### config.mk
export PLATFORM = sky130hd
export DESIGN_NAME = mem_stage_access
export DESIGN_NICKNAME = d
export VERILOG_FILES = /design/src/rtl/mem_stage_access.sv
export SDC_FILE = /design/constraint.sdc
export NUM_CORES = 1
export LEC_CHECK = 0
export CORE_UTILIZATION = 41
export CTS_CLUSTER_SIZE = 10
export DETAILED_ROUTE_END_ITERATION = 10
export PLACE_DENSITY = 0.82
export SETUP_SLACK_MARGIN = 0.3
export SYNTH_ARGS = -nofsm -noshare
export SYNTH_HDL_FRONTEND = slang
export SYNTH_SLANG_ARGS = --single-unit
### constraint.sdc
create_clock -name clk -period 2.6 [get_ports clk]
set_input_delay 0.39 -clock clk [delete_from_list [all_inputs] [get_ports clk]]
set_output_delay 0.39 -clock clk [all_outputs]
set_load 0.005 [all_outputs]
### src/rtl/mem_stage_access.sv
// MEM pipeline stage: drives a req/ack data-memory handshake and stalls the
// pipeline while an access is outstanding. Also holds the MEM/WB register.
module mem_stage_access (
    input  logic        clk,
    input  logic        R,
    input  logic        E_mem,
    input  logic        rw_dm_mem,
    input  logic [1:0]  size_mem,
    input  logic        se_mem,
    input  logic [31:0] alu_out_mem,
    input  logic [31:0] store_data_mem,
    input  logic [31:0] PC_D_mem,
    input  logic [31:0] mem_sethi_imm22,
    input  logic [1:0]  load_mem,
    input  logic        rf_le_mem,
    input  logic [4:0]  mem_rd,
    output logic        dm_req,
    output logic        dm_we,
    output logic [31:0] dm_addr,
    output logic [31:0] dm_wdata,
    output logic [3:0]  dm_be,
    input  logic [31:0] dm_rdata,
    input  logic        dm_ack,
    output logic        mem_stall,
    output logic [31:0] mem_fwd_data,
    output logic        align_err,
    output logic [31:0] wb_data,
    output logic [4:0]  wb_rd,
    output logic        wb_rf_le
);

    typedef enum logic {IDLE, WAIT} state_t;

    state_t      state, state_nxt;
    logic        aligned, latch_hold;
    logic [3:0]  be_calc;
    logic [31:0] wdata_calc;

    logic [31:0] hold_addr, hold_wdata;
    logic [3:0]  hold_be;
    logic        hold_we, hold_se, hold_rf_le;
    logic [1:0]  hold_size;
    logic [4:0]  hold_rd;

    logic [1:0]  ext_offs, ext_size;
    logic        ext_se;
    logic [31:0] load_data, mux_val;
    logic [31:0] wb_data_nxt;
    logic [4:0]  wb_rd_nxt;
    logic        wb_rf_le_nxt;

    // Big-endian lanes: offset 0 is the most significant byte of the word.
    function automatic logic [31:0] extract_load(input logic [31:0] rdata,
                                                 input logic [1:0]  offs,
                                                 input logic [1:0]  size,
                                                 input logic        se);
        logic [7:0]  b;
        logic [15:0] h;
        logic [31:0] r;
        case (offs)
            2'b00:   b = rdata[31:24];
            2'b01:   b = rdata[23:16];
            2'b10:   b = rdata[15:8];
            default: b = rdata[7:0];
        endcase
        h = offs[1] ? rdata[15:0] : rdata[31:16];
        case (size)
            2'b00:   r = {{24{se & b[7]}}, b};
            2'b01:   r = {{16{se & h[15]}}, h};
            default: r = rdata;
        endcase
        return r;
    endfunction

    always_comb begin
        aligned    = 1'b1;
        be_calc    = 4'b1111;
        wdata_calc = store_data_mem;
        case (size_mem)
            2'b00: begin
                be_calc    = 4'b1000 >> alu_out_mem[1:0];
                wdata_calc = {4{store_data_mem[7:0]}};
            end
            2'b01: begin
                aligned    = ~alu_out_mem[0];
                be_calc    = alu_out_mem[1] ? 4'b0011 : 4'b1100;
                wdata_calc = {2{store_data_mem[15:0]}};
            end
            default: aligned = (alu_out_mem[1:0] == 2'b00);
        endcase
    end

    always_ff @(posedge clk or negedge R) begin
        if (!R) state <= IDLE;
        else    state <= state_nxt;
    end

    // Stall and alignment outputs are forced low while reset is held.
    always_comb begin
        state_nxt  = state;
        dm_req     = 1'b0;
        mem_stall  = 1'b0;
        align_err  = 1'b0;
        latch_hold = 1'b0;
        case (state)
            IDLE: begin
                if (E_mem) begin
                    if (aligned) begin
                        mem_stall  = 1'b1;
                        latch_hold = 1'b1;
                        state_nxt  = WAIT;
                    end else begin
                        align_err = 1'b1;
                    end
                end
            end
            WAIT: begin
                dm_req    = 1'b1;
                mem_stall = ~dm_ack;
                if (dm_ack) state_nxt = IDLE;
            end
            default: state_nxt = IDLE;
        endcase
        if (!R) begin
            mem_stall = 1'b0;
            align_err = 1'b0;
        end
    end

    always_ff @(posedge clk or negedge R) begin
        if (!R) begin
            hold_addr  <= '0;
            hold_wdata <= '0;
            hold_be    <= '0;
            hold_we    <= 1'b0;
            hold_size  <= '0;
            hold_se    <= 1'b0;
            hold_rd    <= '0;
            hold_rf_le <= 1'b0;
        end else if (latch_hold) begin
            hold_addr  <= alu_out_mem;
            hold_wdata <= wdata_calc;
            hold_be    <= be_calc;
            hold_we    <= rw_dm_mem;
            hold_size  <= size_mem;
            hold_se    <= se_mem;
            hold_rd    <= mem_rd;
            hold_rf_le <= rf_le_mem;
        end
    end

    assign dm_addr  = hold_addr;
    assign dm_wdata = hold_wdata;
    assign dm_we    = (state == WAIT) & hold_we;
    assign dm_be    = (state == WAIT) ? hold_be : 4'b0000;

    always_comb begin
        ext_offs = (state == WAIT) ? hold_addr[1:0] : alu_out_mem[1:0];
        ext_size = (state == WAIT) ? hold_size : size_mem;
        ext_se   = (state == WAIT) ? hold_se : se_mem;
        load_data = extract_load(dm_rdata, ext_offs, ext_size, ext_se);
        case (load_mem)
            2'b00:   mux_val = alu_out_mem;
            2'b01:   mux_val = load_data;
            2'b10:   mux_val = PC_D_mem;
            default: mux_val = mem_sethi_imm22;
        endcase
    end

    assign mem_fwd_data = mux_val;

    // Anything other than a retiring instruction writes a bubble into MEM/WB.
    always_comb begin
        wb_data_nxt  = '0;
        wb_rd_nxt    = '0;
        wb_rf_le_nxt = 1'b0;
        if (state == IDLE && !E_mem) begin
            wb_data_nxt  = mux_val;
            wb_rd_nxt    = mem_rd;
            wb_rf_le_nxt = rf_le_mem;
        end else if (state == WAIT && dm_ack) begin
            wb_data_nxt  = mux_val;
            wb_rd_nxt    = hold_rd;
            wb_rf_le_nxt = hold_rf_le & ~hold_we;
        end
    end

    always_ff @(posedge clk or negedge R) begin
        if (!R) begin
            wb_data  <= '0;
            wb_rd    <= '0;
            wb_rf_le <= 1'b0;
        end else begin
            wb_data  <= wb_data_nxt;
            wb_rd    <= wb_rd_nxt;
            wb_rf_le <= wb_rf_le_nxt;
        end
    end

endmodule

==> results of run 1 <==
[final cells by class]
| cell class | instances | area [µm²] | share of cell area |
|---|---|---|---|
| antenna | 1 | 2.50 | 0.000219 |
| clock buffer | 23 | 488 | 0.0427 |
| clock inverter | 8 | 146 | 0.0128 |
| inverter | 3 | 11.3 | 0.000986 |
| multi-input combinational | 432 | 3440 | 0.301 |
| sequential | 117 | 2930 | 0.256 |
| tap | 188 | 235 | 0.0206 |
| timing repair buffer | 433 | 4170 | 0.365 |
[registers in the layout, summed over array words and instances, names as in the netlist]
name / cells
dm_addr: 32
hold_rf_le: 1
hold_be: 4
wb_data: 32
hold_se: 1
wb_rd: 5
dm_wdata: 32
hold_rd: 5
wb_rf_le: 1
state: 1
hold_size: 2
hold_we: 1
[metrics by stage]
step | cell area, µm² | setup slack [ps] | TNS (ps) | util | std cells
floorplan | 6400 | 422 | 0 | - | 596
global placement | 10200 | -471 | -12330 | 0.670 | 1128
detailed placement | 10200 | -499 | -12930 | 0.670 | 1128
CTS | 11200 | -235 | -5130 | 0.736 | 1196
global route | 11400 | -332 | -7650 | 0.752 | 1205
finish | 11400 | -287 | -6120 | 0.752 | 1205
[power groups by stage]
stage | logic [mW] | registers (mW) | clock network (mW)
final | 2.90 | 2.43 | 2.54
after global routing | 3.04 | 2.47 | 2.65
after CTS | 2.71 | 2.43 | 2.55
after detailed placement | 2.53 | 2.44 | 0
after global placement | 2.49 | 2.42 | 0
after floorplan | 0.918 | 2.45 | 0
[metal layers]
metal  routed length, µm  GRT usage
met1                9780      0.356
met2               14000      0.576
met3                2880      0.104
met4                2110      0.235
met5                   0          0
[kinds of logic (layout without fill, tap and decap cells)]
| group | count (synthesis) | count (layout) | synth area share |
|---|---|---|---|
| muxes | 111 | 111 | 0.192 |
| other | 0 | 1 | 0 |
| and+or+nand+nor | 154 | 155 | 0.120 |
| DFF | 117 | 117 | 0.457 |
| buffers and inverters | 48 | 467 | 0.0416 |
| AOI/OAI and AO/OA | 166 | 166 | 0.189 |
[path summary, 6_finish.rpt]
path,depth (start not counted),end,from
worst max-delay path,6,mem_fwd_data[19],state
worst min-delay path,2,hold_be[1],R
worst max register to register,12,wb_data[14],state
worst min register to register,2,dm_wdata[17],dm_wdata[17]
max in group asynchronous,4,state,R
min in group clk,2,dm_wdata[17],dm_wdata[17]
[synth_stat cells (all sizes together) (3+ instances only)]
master,count,share of area
dfrtp,117,0.46
mux2,68,0.12
nand2,57,0.035
mux2i,43,0.071
o21ai,37,0.029
nor2,34,0.020
a21oi,31,0.025
buf,27,0.029
o21a,19,0.022
clkbuf,18,0.011
nor2b,18,0.018
a222oi,16,0.025
o31a,16,0.022
nand2b,15,0.015
a22o,12,0.016
a21o,8,0.0094
and2,8,0.0078
a22oi,7,0.0082
a31o,7,0.0096
or2,7,0.0068
nor3,4,0.0039
or2b,4,0.0047
inv,3,0.0018
nor3b,3,0.0035
o221ai,3,0.0061
[timing repair]
item                       4_1_cts  5_1_grt
setup buffers                   33        8
setup endpoints to repair       38      112
hold endpoints to repair         3        0
gates cloned                     3        0
pin swaps                       37       28
hold buffers                     1        0
gates resized for setup        191       43
==> results by stage, run 1 <==
Route:
- After detailed routing, the total wire length is 28700 µm.
- The via count of the routed design is 7144.
- Using the TritonRoute via totals, the vias-per-cell ratio works out to 5.93.
- For this run, design rule violations remaining after detail routing come to 0.
- For this run, the detailed router's first-pass iteration total came to 8.
- The number of DRC markers after the initial detailed-route iteration is 719.
- The number of nets with antenna violations after detailed routing is 0.
- After detailed routing, the average wire length per cell comes to 23.9 µm.

Yosys:
- The netlist uses 51 different library cells.
- The commonest register cell after synthesis is dfrtp_1.
- In this run, synthesis produced a sequential element count of 117.
- For this run, asynchronously set or reset flops after synthesis account for 1.00.
- The sequential element share of the synthesized area is 0.457.
- The number of flops mapped to enable cells by yosys is 0.
- The instance count of the mapped netlist is 596.
- When the netlist entered floorplanning its net count stood at 772.
- The total of warnings raised by yosys is 0.
- In this run the cell area of the synthesized design comes to 0.00640 mm².
- Averaged over all synthesized cells, the footprint is 10.7 µm².

Global route:
- The number of global-route vias before repair is 7187.
- Entering global routing, the biggest net connects 64 pins.
- The initial antenna violation count came to 1.
- The total routing resource utilization after global routing is 0.337.
- The global-route wire length before repair is 40500 µm.
- The total global routing overflow is 0.

Finish:
- The leading cell type in the layout, fill and taps excluded is clkdlybuf4s50_1.
- The final layout net count is 1180.
- The share of cells above drive strength 1 is 0.309.
- The area overhead of the layout relative to synthesis is 78.5%.
- The layout has 963 filler cells.
- In the layout the commonest cells are clkdlybuf4s50_1 (275), dfrtp_1 (116), buf_4 (73), mux2_2 (66), nand2_1 (49).

Setup path:
- The critical path contains buffers and inverters numbering 2 combined.
- For the worst setup path, the data required time is 2210 ps.
- Walking the worst path, the cells encountered are mux2_4, and2_1, buf_12, a222oi_1, nand2_2, buf_2.
- The worst setup slack for register-to-register paths is 270 ps.
- In this design, the stage delay of the slowest critical-path cell is 660 ps.
- The sort of element at the start of the critical path is a flip-flop.
- In this run the worst path has a maximum fanout of 16.
- The critical path arrival is 2500 ps.
- The type of destination of the critical path is an output port.
- The family of cells with the greatest summed delay on the critical path is compound AO/OA/AOI/OAI gates.
- The slowest cell on the critical path is a222oi_1.
- The start-to-end type of the worst setup path is reg2out.

Pwr:
- Across the VDD grid, the largest voltage drop is 0.493 mV.
- The share of total power dissipated in sequential elements is 0.309.
- The power density of the placed cells is 688 mW/mm².
- In this run the static leakage power is 5.06 nW.
- The power consumption is 7.87 mW.
- The analysis attributes to net switching a power of 2.24 mW.
- The logic gate share of total power is 0.368.
- The relative contribution of the clock network to total power is 0.323.
- The internal power summed over all cells is 5.63 mW.
- Of the total power, the share spent switching nets is 0.284.

Floorplan:
- The top-level port count is 318.
- The area enclosed by the die boundary is 0.0161 mm².
- The initial standard-cell utilization of the core is 0.421.
- The area inside the core boundary is 0.0152 mm².
- The cell row count is 45.
- The die outline width is 127 µm.
- The height of the chip is 127 µm.

STA:
- Across all setup checks in the final design, the least slack found is -287 ps.
- The headroom to the max-slew limit is 0.433.
- Setup violations remaining at the end of the flow were counted as 32.
- The clock tree skew after final layout is 10.4 ps.
- The final-report max-slew violation count came to 0.
- Setup repair after global routing could not meet its margin everywhere.
- The final hold violation count came to 0.
- The post-layout minimum cycle time is 2890 ps.
- The slew at the pin closest to its max-slew limit is 847 ps.
- The post-route worst hold slack is 434 ps.
- In the finished design, the share of the clock period the worst path needs comes to 1.11.
- The maximum frequency from static timing analysis is 346 MHz.

Clocking:
- The total clock buffers created by CTS is 17.
- The register clock-pin slew on the reported worst setup and hold paths is 60 ps.
- The clock net in this run drives a total of 117 sinks.
- The clock passes through at most 2 buffers.
- The H-tree was split into 4 levels.
- TritonCTS built the clock tree.
- The clock insertion delay at the later pin of the skew report is 420 ps.
- In this run the clock root is driven by a clkbuf_16.

Status:
- The flow ran to the end, but the final reports show violations.
- The checks that failed: negative setup slack.

Job:
- The max-cap violation count is 0.

Place:
- The count of buffers inserted at the top-level ports is 317.
- Routability-driven placement finished with a final weighted congestion of 0.905.
- The placed wire-length estimate is 18900 µm.

Hold path:
- The type of the tightest min-delay check is in2async.
Note: power is estimated with default switching activity, not from simulation.
==> run 2, diff against run 1 <==
- CORE_MARGIN: not set -> 4
==> run 2 against run 1 <==
Sequential power is essentially flat. Total power fell by 2.9%. Critical path depth is 4 higher. Highest routed layer unchanged. Maximum frequency is 1.5% higher. Largest cell class unchanged. Register-to-register slack got worse by 80 ps. The flow still finishes with violations (negative setup slack). Via count down 4.9%. First-iteration DRC count increased by 3.2%. Global-route usage down 3.2 points. Non-clock buffer count fell by 5.
==> results by stage, run 2 (same netlist as run 1, synthesis figures left out) <==
Status:
- The flow ran to the end, but the final reports show violations.
- The final reports fail on negative setup slack.

Setup path:
- The critical path's largest stage delay is 480 ps (-180 ps).
- The sort of element at the start of the critical path is a flip-flop.
- The slowest cell on the critical path is dfrtp_2.
- The required time at the endpoint of the critical path is 2210 ps (about the same).
- The number of buffers and inverters on the critical path is 5 (+3).
- Walking the worst path, the cells encountered are mux2_4, o221ai_4, a21oi_2, o311ai_4, buf_12, buf_6, buf_6, buf_16, nand2_1, buf_2.
- STA classifies the critical path endpoint as an output port.
- The critical path arrival is 2450 ps (-50 ps).
- The highest fanout seen on the critical path is 8 (-8).
- The most prevalent standard cell on the critical path is buf_6.
- The setup path with the least slack is of type reg2out.
- The family of cells with the greatest summed delay on the critical path is compound AO/OA/AOI/OAI gates.

Global route:
- The total routing resource utilization after global routing is 0.305 (-0.0319).
- The total global routing overflow was 0 (unchanged).
- The pin count of the biggest net entering global routing came to 109 (+70%).
- The initial antenna violation count is 2 (+1).
- The number of global-route vias before repair is 7118 (-0.96%).
- The global-route wire length before repair is 41600 µm (+2.8%).

Finish:
- The final layout net count is 1175 (-0.42%).
- Leaving out fill and tap cells, the most frequent cells in the layout are clkdlybuf4s50_1 (277), dfrtp_1 (116), buf_4 (75), mux2_2 (66), nand2_1 (45).
- The final instance count without filler cells is 1222 (+1.4%).
- The share of cells above drive strength 1 came to 0.304 (-0.00548).
- The library cell used most frequently in the layout, excluding fill and tap cells, is clkdlybuf4s50_1.
- The final-layout fill cell count came to 993 (+3.1%).
- The area used by multi-input combinational logic is 0.00347 mm² (+0.87%).
- The summed area of non-filler cells in the final layout was 0.0114 mm² (-0.21%).
- The area overhead of the layout relative to synthesis is 78.1%.
- The sequential cell area is 0.00293 mm² (unchanged).
- The end-of-flow core utilization came to 0.747 (-0.00433).

Route:
- The number of DRC markers after the initial detailed-route iteration is 742 (+3.2%).
- The number of nets with antenna violations after detailed routing was 0 (unchanged).
- The total met2 wirelength after detailed routing is 13900 µm (-0.62%).
- The post-route DRC violation count came to 0 (unchanged).
- The detailed-route wire length per cell is 22.9 µm (-4.2%).
- The number of optimization iterations in the first detailed-route pass was 8 (unchanged).
- The total wire length is 27900 µm (-2.8%).
- The met1 routed wirelength after detailed routing came to 9490 µm (-2.9%).
- The per-cell via count in the routed design is 5.56 (-6.2%).
- The top routing layer in use is met4.
- The via count of the routed design is 6797 (-4.9%).
- The met3 layer wire length in the routed design is 3020 µm (+4.6%).

Clocking:
- The register clock-pin slew on the reported worst setup and hold paths is 50 ps (about the same).
- TritonCTS built the clock tree.
- The tree is rooted in a clkbuf_16.
- The TritonCTS sink count came to 117 (unchanged).
- The depth of the CTS H-tree is 4 (unchanged).
- The largest buffer count on any clock path is 2 (unchanged).
- The clock insertion delay at the later pin of the skew report is 410 ps (about the same).
- The total clock buffers created by CTS is 17 (unchanged).

Place:
- The total placed instance area is 0.0102 mm² (+0.63%).
- The placed wire-length estimate came to 19900 µm (+5.1%).
- The count of buffers inserted at the top-level ports is 317 (unchanged).
- The placement-stage worst setup slack is -526 ps (-27.3 ps).
- The placed instance count is 1154 (+2.3%).
- The weighted congestion reported at the end of routability-driven placement is 1.03 (+13%).

Pwr:
- The relative contribution of the clock network to total power came to 0.313 (-0.010).
- The part of the total power dissipated in sequential elements is 0.317 (+0.008).
- The reported net switching power is 2.16 mW (-3.3%).
- The leakage component of the power is 4.95 nW (-2.2%).
- The power consumption is 7.63 mW (-2.9%).
- The internal power summed over all cells was 5.47 mW (-2.8%).
- The net switching fraction of the power is 0.283 (-0.00104).
- The power density of the placed cells is 670 mW/mm² (-2.7%).
- The logic gate share of total power is 0.370 (+0.002).
- The worst voltage drop across the vdd grid is 0.445 mV (-9.7%).

STA:
- The final setup violation count is 32 (unchanged).
- The maximum frequency from static timing analysis is 352 MHz (+1.5%).
- The headroom to the max-slew limit is 0.570 (+0.137).
- The summed negative setup slack over all endpoints came to -4540 ps (+1580 ps).
- The slew at the pin closest to its max-slew limit is 644 ps (-203 ps).
- The post-route worst hold slack is 465 ps (+30.7 ps).
- The slack of the critical path is -244 ps (+42.3 ps).
- The post-layout minimum cycle time was 2840 ps (-42.3 ps).
- The final-report max-slew violation count came to 0 (unchanged).
- The ratio of final minimum period to clock period came to 1.09 (-0.0163).
- Setup repair after global routing could not meet its margin everywhere.
- The clock tree skew after final layout is 9.87 ps (-0.557 ps).
- The final hold violation count came to 0 (unchanged).

Floorplan:
- The top-level port count is 318 (unchanged).
- The initial standard-cell utilization of the core was 0.420 (-0.00155).
- The height of the chip came to 133 µm (+4.7%).
- The cell row count is 45 (unchanged).
- The area inside the core boundary is 0.0153 mm² (+0.37%).
- The area enclosed by the die boundary is 0.0177 mm² (+9.7%).
- The die outline width is 133 µm (+4.7%).

Hold path:
- The type of the tightest min-delay check is in2async.

Job:
- The max-cap violation count was 0 (unchanged).
[run 2: changes by cell type in the layout (fill, tap and decap cells not counted), moves of 4 or more]
cell,previous run,this run
a22oi_1,0,5
a22oi_2,7,2
buf_2,33,28
dlymetal6s2s_1,5,0
nand2_1,49,45
nand2_2,6,10
[run 2: layer usage]
metal	vias up	track usage
met5	-	0
met4	0	0.164
met3	98	0.108
met2	438	0.523
met1	3272	0.330
li1	2989	-
[run 2: layout make-up]
type / count / share of cell area
clock inverter: 8 / 0.0112
inverter: 3 / 0.000988
multi-input combinational: 432 / 0.305
clock buffer: 20 / 0.0409
antenna: 3 / 0.000658
tap: 211 / 0.0232
timing repair buffer: 428 / 0.361
sequential: 117 / 0.257
[run 2: final timing paths]
kind                            startpoint               end  slack (ps)  cells past startpoint
worst max-delay path                 state  mem_fwd_data[25]        -240                     10
worst min-delay path                     R        hold_be[3]         470                      2
worst max register to register       state       wb_data[27]         190                     11
worst min register to register  hold_be[3]        hold_be[3]         470                      2
max in group asynchronous                R             state        1290                      3
min in group clk                hold_be[3]        hold_be[3]         470                      2
[run 2: worst reg2reg max path: stages (launching register included)]
cell and delay, ps:
dfrtp_2 480, buf_4 160, or4bb_1 490, nand2_2 100, o311ai_4 110, buf_12 150, buf_6 110, buf_6 120
buf_16 130, buf_4 160, buf_4 160, a21oi_1 160
[run 2: timing repair]
item,CTS,global route
endpoints found under the setup margin,34,51
endpoints found under the hold margin,9,0
resized for setup,196,26
pin swaps,31,13
hold buffers,1,0
cloned,4,0
setup buffers,26,6
[run 2: power by group through the flow]
stage	Sequential, mW	Clock, mW	Combinational (mW)
after floorplan	2.45	0	0.918
after global placement	2.42	0	2.53
after detailed placement	2.44	0	2.56
after CTS	2.41	2.42	2.72
after global routing	2.47	2.51	3.00
final	2.42	2.39	2.83
